==> config.mk <==
export PLATFORM = sky130hd
export DESIGN_NAME = ooo_issue_scheduler
export DESIGN_NICKNAME = d
export VERILOG_FILES = /design/src/rtl/ooo_issue_scheduler.sv
export SDC_FILE = /design/constraint.sdc
export NUM_CORES = 1
export LEC_CHECK = 0
export BUFFER_PORTS_ARGS = -buffer_cell sky130_fd_sc_hd__buf_2
export CAP_MARGIN = 15
export CORE_ASPECT_RATIO = 1.1
export CORE_MARGIN = 1.5
export CORE_UTILIZATION = 54
export DETAILED_ROUTE_END_ITERATION = 8
export PLACE_DENSITY = 0.85
export SYNTH_ARGS = -nofsm -noshare
export SYNTH_HDL_FRONTEND = slang
export SYNTH_SLANG_ARGS = --single-unit
==> constraint.sdc <==
create_clock -name CLK -period 16.05 [get_ports CLK]
set_input_delay 4.0125 -clock CLK [delete_from_list [all_inputs] [get_ports CLK]]
set_output_delay 4.0125 -clock CLK [all_outputs]
set_load 0.01 [all_outputs]
==> src/rtl/ooo_issue_scheduler.sv <==
// ooo_issue_scheduler: single-entry issue stage between OoO decode and the
// scalar FUs (0=ARITH 1=MUL 2=DIV 3=LSU). Tracks RAW hazards with a
// per-register pending-write scoreboard. Tracks per-FU in-flight counts.
// Serialising instructions wait in DRAIN until every FU is empty.
// Optional macro SCHED_WAW_CHECK_EN: also stall while the destination
// register has a pending write, so at most one write is pending per register.
module ooo_issue_scheduler #(
  parameter int NUM_FU    = 4,
  parameter int PAYLOAD_W = 128,
  parameter int SB_CNT_W  = 2,
  parameter int OUTST_W   = 3
) (
  input  logic                  CLK,
  input  logic                  nRST,
  input  logic                  flush,
  input  logic                  dec_valid,
  output logic                  dec_ready,
  input  logic [NUM_FU-1:0]     dec_fu_sel,
  input  logic [4:0]            dec_rs1,
  input  logic [4:0]            dec_rs2,
  input  logic                  dec_use_rs1,
  input  logic                  dec_use_rs2,
  input  logic [4:0]            dec_rd,
  input  logic                  dec_wen,
  input  logic                  dec_serialize,
  input  logic [PAYLOAD_W-1:0]  dec_payload,
  input  logic [NUM_FU-1:0]     fu_ready,
  output logic [NUM_FU-1:0]     issue_valid,
  output logic [PAYLOAD_W-1:0]  issue_payload,
  input  logic [NUM_FU-1:0]     wb_valid,
  input  logic [5*NUM_FU-1:0]   wb_rd,
  input  logic [NUM_FU-1:0]     wb_wen,
  output logic                  stall_hazard
);

  localparam int NREG  = 32;
  localparam int DEC_W = $clog2(NUM_FU + 1);
  localparam int CW    = ((SB_CNT_W > DEC_W) ? SB_CNT_W : DEC_W) + 1;

  typedef enum logic [1:0] {S_EMPTY, S_DRAIN, S_HELD} state_e;

  typedef struct packed {
    logic [NUM_FU-1:0] sel;
    logic [4:0]        rs1;
    logic [4:0]        rs2;
    logic              use1;
    logic              use2;
    logic [4:0]        rd;
    logic              wen;
  } hold_t;

  state_e                          state_q, state_d;
  hold_t                           hold_q, hold_d;
  logic [PAYLOAD_W-1:0]            payload_q, payload_d;
  logic [NREG-1:0][SB_CNT_W-1:0]   sb_cnt_q, sb_cnt_d;
  logic [NUM_FU-1:0][OUTST_W-1:0]  outst_q, outst_d;

  logic [NREG-1:0][DEC_W-1:0]      wb_dec;
  logic [NREG-1:0]                 sb_busy;
  logic                            raw, sat, waw, hazard, fu_rdy, go;
  logic                            accept, sb_inc, drain_done, sb_underflow;
  logic [CW-1:0]                   cnt_ext;

  // Count same-cycle register writebacks per destination (x0 never tracked)
  always_comb begin
    wb_dec = '0;
    for (int i = 0; i < NUM_FU; i++)
      if (wb_valid[i] && wb_wen[i] && wb_rd[i*5 +: 5] != 5'd0)
        wb_dec[wb_rd[i*5 +: 5]] = wb_dec[wb_rd[i*5 +: 5]] + DEC_W'(1);
  end

  // Pending-after-this-cycle's-writebacks: gives the completion bypass
  always_comb begin
    sb_busy = '0;
    for (int r = 0; r < NREG; r++)
      sb_busy[r] = CW'(sb_cnt_q[r]) > CW'(wb_dec[r]);
  end

  // Dispatch qualification for the held instruction
  always_comb begin
    raw    = (hold_q.use1 && hold_q.rs1 != 5'd0 && sb_busy[hold_q.rs1]) ||
             (hold_q.use2 && hold_q.rs2 != 5'd0 && sb_busy[hold_q.rs2]);
    sat    = hold_q.wen && hold_q.rd != 5'd0 && (&sb_cnt_q[hold_q.rd]);
    for (int i = 0; i < NUM_FU; i++)
      if (hold_q.sel[i] && (&outst_q[i])) sat = 1'b1;
`ifdef SCHED_WAW_CHECK_EN
    waw    = hold_q.wen && hold_q.rd != 5'd0 && sb_busy[hold_q.rd];
`else
    waw    = 1'b0;
`endif
    hazard = raw | sat | waw;
    fu_rdy = |(hold_q.sel & fu_ready);
    // A non-one-hot select is held forever (until flush/reset)
    go     = (state_q == S_HELD) && !flush && $onehot(hold_q.sel) && fu_rdy && !hazard;
  end

  assign issue_valid   = go ? hold_q.sel : '0;
  assign issue_payload = payload_q;
  assign dec_ready     = !flush && ((state_q == S_EMPTY) || go);
  assign accept        = dec_valid && dec_ready;
  assign stall_hazard  = (state_q == S_DRAIN) || ((state_q == S_HELD) && hazard);
  assign sb_inc        = go && hold_q.wen && hold_q.rd != 5'd0;

  // Scoreboard update: net of one dispatch increment and N writeback decrements, floor 0
  always_comb begin
    sb_cnt_d     = sb_cnt_q;
    sb_underflow = 1'b0;
    cnt_ext      = '0;
    for (int r = 0; r < NREG; r++) begin
      cnt_ext = CW'(sb_cnt_q[r]) + ((sb_inc && hold_q.rd == 5'(r)) ? CW'(1) : CW'(0));
      if (cnt_ext < CW'(wb_dec[r])) sb_underflow = 1'b1;
      sb_cnt_d[r] = (cnt_ext <= CW'(wb_dec[r])) ? '0 : SB_CNT_W'(cnt_ext - CW'(wb_dec[r]));
    end
  end

  // In-flight counters per FU; a writeback on an empty FU is dropped
  always_comb begin
    outst_d = outst_q;
    for (int i = 0; i < NUM_FU; i++) begin
      if (go && hold_q.sel[i] && !wb_valid[i])
        outst_d[i] = outst_q[i] + OUTST_W'(1);
      else if (!(go && hold_q.sel[i]) && wb_valid[i] && outst_q[i] != '0)
        outst_d[i] = outst_q[i] - OUTST_W'(1);
    end
    drain_done = (outst_d == '0);
  end

  // Issue register / state sequencing; flush beats accept and dispatch
  always_comb begin
    state_d   = state_q;
    hold_d    = hold_q;
    payload_d = payload_q;
    if (flush) begin
      state_d = S_EMPTY;
    end else if (accept) begin
      hold_d    = '{sel: dec_fu_sel, rs1: dec_rs1, rs2: dec_rs2, use1: dec_use_rs1,
                    use2: dec_use_rs2, rd: dec_rd, wen: dec_wen};
      payload_d = dec_payload;
      state_d   = dec_serialize ? S_DRAIN : S_HELD;
    end else begin
      case (state_q)
        S_HELD:  if (go) state_d = S_EMPTY;
        S_DRAIN: if (drain_done) state_d = S_HELD;
        default: state_d = state_q;
      endcase
    end
  end

  // State registers, async clear
  always_ff @(posedge CLK or negedge nRST) begin
    if (!nRST) begin
      state_q   <= S_EMPTY;
      hold_q    <= '0;
      payload_q <= '0;
      sb_cnt_q  <= '0;
      outst_q   <= '0;
    end else begin
      state_q   <= state_d;
      hold_q    <= hold_d;
      payload_q <= payload_d;
      sb_cnt_q  <= sb_cnt_d;
      outst_q   <= outst_d;
    end
  end

  a_issue_onehot: assert property (@(posedge CLK) disable iff (!nRST) $onehot0(issue_valid));
  a_sel_legal:    assert property (@(posedge CLK) disable iff (!nRST)
                                   (dec_valid && dec_ready) |-> $onehot(dec_fu_sel));
  a_sb_underflow: assert property (@(posedge CLK) disable iff (!nRST) !sb_underflow);

  for (genvar g = 0; g < NUM_FU; g++) begin : g_outst_chk
    a_outst_underflow: assert property (@(posedge CLK) disable iff (!nRST)
                                        wb_valid[g] |-> outst_q[g] != '0);
  end

endmodule

---- Yosys cells after proc, flatten, opt, wreduce, memory -nomap -nowiden ----
Memories as Yosys holds them, arrays and structs flattened.
Cells that the tools add are included.
storage, ports and cells
  bits in read-only memories .............. 96
  logic and storage cells ................. 466
  bits of input ports ..................... 187
  bits in registers ....................... 228
  output and inout bits ................... 134
  memories kept ........................... 1
operators by class
  bitwise operators ....................... 4
  muxes and demuxes ....................... 111
  magnitude comparators ................... 75
  equal/unequal tests ..................... 36
  reductions and logical operators ........ 115
  $add $sub $neg .......................... 79
memories
  name             words  width  rd ports  clocked after Yosys merged registers in  wr ports  line  text
  (no name shown)  32     3      1         0                                        0         69    wb_dec[wb_rd[i*5 +: 5]] = wb_dec[wb_rd[i*5 +: 5]] + DEC_W'(1);
operator list
  operator                                                                              number
  96-bit 2-to-1 mux                                                                     4
  96-bit bitwise mux                                                                    3
  2-bit by 1-bit adder with 3-bit output                                                32
  96-bit bitwise AND                                                                    1
  2-bit by 3-bit greater-than comparator with 1-bit output                              32
  3-bit less-or-equal comparator                                                        32
  5-bit equality test (second input constant)                                           16
  1-bit logical AND                                                                     79
  2-bit 2-to-1 mux                                                                      38
  2-bit subtractor                                                                      32
  3-bit demux with 5-bit select                                                         4
  3-bit 2-to-1 mux                                                                      16
  3-bit binary-select mux with 5-bit select                                             3
  5-bit by 6-bit less-than comparator with 1-bit output (second input constant)         7
  5-bit by 4-bit equality test with 1-bit output (second input constant)                8
  1-bit 2-to-1 mux                                                                      38
  5-bit nonzero test                                                                    7
  3-bit by 1-bit adder with 3-bit output (second input constant)                        8
  5-bit by 3-bit equality test with 1-bit output (second input constant)                4
  5-bit by 1-bit greater-or-equal comparator with 1-bit output (second input constant)  4
  3-bit AND reduction                                                                   5
  12-bit logical NOT                                                                    1
  3-bit nonzero test                                                                    4
  3-bit by 1-bit subtractor with 3-bit output (second input constant)                   4
  other kinds (22)                                                                      38

---- Longest topological paths before layout ----
  depth after elaboration ................. 40
  gate-level depth with buffers ........... 51

---- Worst setup path before layout ----
OpenSTA, ideal clock, no wires.
  kind .................................... input to output
  from .................................... in wb_rd[6]
  to ...................................... out issue_valid[0]
  cell stages on the path ................. 35
  data required time ...................... 12037 ps
  buffers on the path ..................... 7
  data arrival time ....................... 11594 ps
  slack ................................... 443 ps
  cells stage by stage .................... buf_2 -> buf_6 -> xor2_1 -> nor4_1 -> a211o_1 -> nand4_4 -> buf_2 -> buf_2 -> nor3_1 -> a21oi_1 -> or3_1 -> nor4_1 -> ha_1 -> clkbuf_1 -> clkbuf_1 -> mux2i_1 -> a211oi_1 -> a41o_1 -> a211o_4 -> a21o_1 -> nand2_1 -> clkbuf_1 -> mux2i_1 -> ha_1 -> a21oi_1 -> a211oi_1 -> and3_1 -> mux4_2 -> nand2_1 -> a211oi_1 -> nor3_2 -> o22ai_1 -> nor4b_2 -> nand3b_2 -> nor4_2
on the way
  word-level cells in the longest chain between the ends .. 25
  elaborated cells on any way between the ends .. 65
RTL lines
  what                                                                                            line    text
  start, declared                                                                                 31      input logic [5*NUM_FU-1:0] wb_rd,
  parallel branches: the longest is 5 deep, another holds 3-bit by 1-bit adder with 3-bit output  -
  96-bit 2-to-1 mux (*)                                                                           68      if (wb_valid[i] && wb_wen[i] && wb_rd[i*5 +: 5] != 5'd0)
  3-bit binary-select mux with 5-bit select                                                       69
  3-bit 2-to-1 mux (not written as such)                                                          69
  3-bit by 1-bit adder with 3-bit output                                                          69
  96-bit bitwise mux                                                                              69
  96-bit 2-to-1 mux (*)                                                                           68
  3-bit binary-select mux with 5-bit select                                                       69
  [5 not listed]                                                                                  -
  1-bit binary-select mux with 5-bit select (on tied branches)                                    81, 82
  1-bit 2-to-1 mux (on tied branches)                                                             81, 82
  1-bit logical AND (on tied branches)                                                            81, 82
  1-bit logical OR (*)                                                                            81      raw = (hold_q.use1 && hold_q.rs1 != 5'd0 && sb_busy[hold_q.rs1]) ||
  1-bit OR (*)                                                                                    91      hazard = raw | sat | waw;
  1-bit logical NOT (*)                                                                           94      go = (state_q == S_HELD) && !flush && $onehot(hold_q.sel) && fu_rdy && !hazard;
  1-bit logical AND (*)                                                                           94
  4-bit 2-to-1 mux (*)                                                                            97      assign issue_valid = go ? hold_q.sel : '0;
  end, declared                                                                                   28      output logic [NUM_FU-1:0] issue_valid,
Mark *: on every way between the ends. The select of a mux whose other input is x is not followed.

---- Worst setup path in the final report ----
  from .................................... in wb_rd[2]
  to ...................................... out dec_ready
on the way
  word-level cells in the longest chain between the ends .. 31
  elaborated cells on any way between the ends .. 71
RTL lines
  what                                                                            line    text
  parallel branches: the longest is 5 deep, another holds memory read 32 x 3 bit  -
  96-bit 2-to-1 mux (*)                                                           68
  3-bit binary-select mux with 5-bit select                                       69
  3-bit 2-to-1 mux (not written as such)                                          69
  3-bit by 1-bit adder with 3-bit output                                          69
  96-bit bitwise mux                                                              69
  96-bit 2-to-1 mux (*)                                                           68
  3-bit binary-select mux with 5-bit select                                       69
  [11 not listed]                                                                 -
  1-bit 2-to-1 mux (on tied branches)                                             81, 82
  1-bit logical AND (on tied branches)                                            81, 82
  1-bit logical OR (*)                                                            81
  1-bit OR (*)                                                                    91
  1-bit logical NOT (*)                                                           94
  1-bit logical AND (*)                                                           94
  1-bit logical OR (*)                                                            99      assign dec_ready = !flush && ((state_q == S_EMPTY) || go);
  1-bit logical AND (*)                                                           99
  end, declared                                                                   17      output logic dec_ready,
Marked as above.

==> results.cfg <==
[synth]
synth_area_sq_um = 21300
syn_nets = 2924
synth_edf_count = 0
ys_seq_area_frac = 0.265
synth_cell_type_count = 114
synth_area_leaders = dfrtp_1, ha_1, mux2_2
async_flop_share = 1.00
ys_ff_latch = 226
synth_warnings = 0
synth.avg_cell_area_sq_um = 8.42
syn_inst = 2531
synth_top_area_cell = dfrtp_1
ys_top_cells_by_count = nand2_1, dfrtp_1, nor2_1, ha_1, mux2_2
synth.most_common_cell = nand2_1
synth_ff_type = dfrtp_1
yosysTopAreaCellShare = 0.265

[placement]
port_buffers = 320
gp_congestion = 1.10
hpwlAfterDp_mm = 81.4
placed_area_sq_um = 24900

[die]
die_area_sq_um = 40700
die_y_um = 211
core_region_area_sq_um = 39100
ios = 321
die_x_um = 192
num_rows = 76
initial_core_util = 0.546

[worst_setup_path]
critPathLaunch = wb_rd[2]
reg2reg_depth = 20
critical_path_required_ns = 12.04
arrival_ns = 12.01
crit_path_end_kind = output port
r2r_end = sb_cnt_q[40]
r2r-start = hold_q[2]
crit_path_top_delay_cell = o31ai_1
cp-endpoint = dec_ready
crit_path_start_kind = input port
crit_type = input port to output port
max_stage_delay_ns = 0.70
cpMostUsedCell = buf_4
regToRegSetupSlack_ns = 9.29
critPathMaxFanout = 18

[global_route]
grt_pass1_vias = 24767
grt_max_degree = 84
antenna_found_initial = 4
grt_overflow = 0
groute.usage.overall = 0.519
grt_pass1_wl_mm = 156

[timing]
finClkSkew_ns = 0.0297
period_share = 0.999
slew_viol_final = 0
hold_viol = 0
setup_violations = 0
relSlewSlack = 0.203
layout_min_cycle_time_ns = 16.03
tightest_slew_ns = 1.18
whs_ns = 0.510
clock.fmax_mhz = 62.4

[cells_and_area]
area.growth.synth_to_final_pct = 21.7
regArea_sq_um = 5660
fin_area_sq_um = 25900
drive_above_1_share = 0.294
multiInputGateArea_sq_um = 14700
nNetsFinal = 3397
num-fill-cells = 2954

[drt]
wl_mm = 110
route.detailed.drc = 0
drt_iter0_markers = 3630
vias_per_cell = 7.13
ant_nets = 0
drt-wirelength-per-cell_um = 31.1
vias = 25180
dr.pass1.iters = 6

[status]
outcome = complete, no violations

[clock_tree]
htree_levels = 1
numCtsBuffers = 23
cts_tree = done
clock-sinks = 226
cts_buffer_depth = 3
clk_latency_ns = 0.55
clk_pin_slew_ns = 0.07
clock-root-buffer = clkbuf_16

[pwr]
powerDensity_nw_per_um2 = 102
peakVddDrop_v = 0.000110
leakagePower_nw = 11.5

[flow_run]
drv_cap = 0

[min_path]
hold_path_class = flop to flop
==> per-stage QoR <==
stage | total power [mW] | util | std cells | TNS (ns) | setup slack [ns]
after floorplan | 1.43 | - | 2531 | 0 | 0.443
after global placement | 1.85 | 0.636 | 3478 | 0 | 0.259
after detailed placement | 1.93 | 0.636 | 3478 | 0 | 0.0476
after CTS | 2.55 | 0.656 | 3518 | 0 | 0.0374
after global routing | 2.72 | 0.664 | 3529 | -0.107 | -0.0922
final | 2.66 | 0.664 | 3532 | 0 | 0.0234
==> power by group <==
part           internal (mW)  total [mW]  switching, mW
clock                  0.339       0.595          0.256
sequential             0.709       0.863          0.154
combinational          0.473        1.20          0.725
total                   1.52        2.66           1.14
==> logic make-up after synthesis <==
family | share of synthesized area
multiplexers | 0.108
XOR/XNOR | 0.0192
AO/OA/AOI/OAI | 0.199
buffers and inverters | 0.0555
AND/OR/NAND/NOR | 0.230
flip-flops | 0.265
adder cells (fa/ha/maj) | 0.124
==> critical path, delay by kind of cell <==
family	cells	cell delay [ns]
AOI/OAI and AO/OA	16	3.43
adders and majority gates	2	0.67
buffers and inverters	7	1.21
and+or+nand+nor	14	2.65
==> per-layer routing <==
layer / vias to the layer above / global-route usage / part of all wire
li1: 10304 / - / -
met1: 11658 / 0.589 / 0.33
met2: 2402 / 0.785 / 0.42
met3: 814 / 0.155 / 0.13
met4: 2 / 0.468 / 0.11
met5: - / 0 / 0.00010
==> flip-flops by register name (all words and copies together) (netlist names) <==
signal / flops
hold_q: 22
issue_payload: 128
outst_q: 12
sb_cnt_q: 62
state_q: 2
==> layout by cell type (no fill, tap or decap), drive strengths merged, types with 20 or more instances in the layout <==
| cell type | instances |
|---|---|
| or3 | 21 |
| buf | 574 |
| clkbuf | 32 |
| dfrtp | 226 |
| mux2 | 162 |
| xor2 | 27 |
| nor4 | 22 |
| nor2b | 60 |
| nand3 | 104 |
| ha | 205 |
| a21oi | 152 |
| nand2 | 241 |
| and2 | 20 |
| nor3 | 103 |
| nor2 | 228 |
| a31oi | 25 |
| o21ai | 138 |
| nand4 | 26 |
| a211oi | 31 |
| o22ai | 25 |
| mux2i | 33 |
| o31ai | 32 |
| nand2b | 29 |
| inv | 145 |
==> final cells by class <==
class / count / area share
multi-input cells: 2031 / 0.565
flip-flops and latches: 226 / 0.218
repair buffers: 578 / 0.140
well taps: 507 / 0.0244
clock buffers: 28 / 0.0237
inverters: 144 / 0.0208
clock inverters: 12 / 0.00694
diodes: 6 / 0.000579
==> how the worst min path moves through the flow <==
stage / startpoint / end / slack [ns] / cells after the start
final: issue_payload[119] / issue_payload[119] / 0.51 / 1
after global routing: issue_payload[61] / issue_payload[61] / 0.52 / 1
after CTS: issue_payload[100] / issue_payload[100] / 0.50 / 1
after detailed placement: issue_payload[56] / issue_payload[56] / 0.49 / 1
after global placement: issue_payload[125] / issue_payload[125] / 0.48 / 1
after floorplan: outst_q[6] / outst_q[6] / 0.49 / 1
==> repair_timing <==
action | 4_1_cts | 5_1_grt
setup buffers | 0 | 7
resized for setup | 0 | 50
hold buffers | 0 | 0
setup endpoints to repair | 0 | 6
Note: power is estimated with default switching activity, not from simulation.
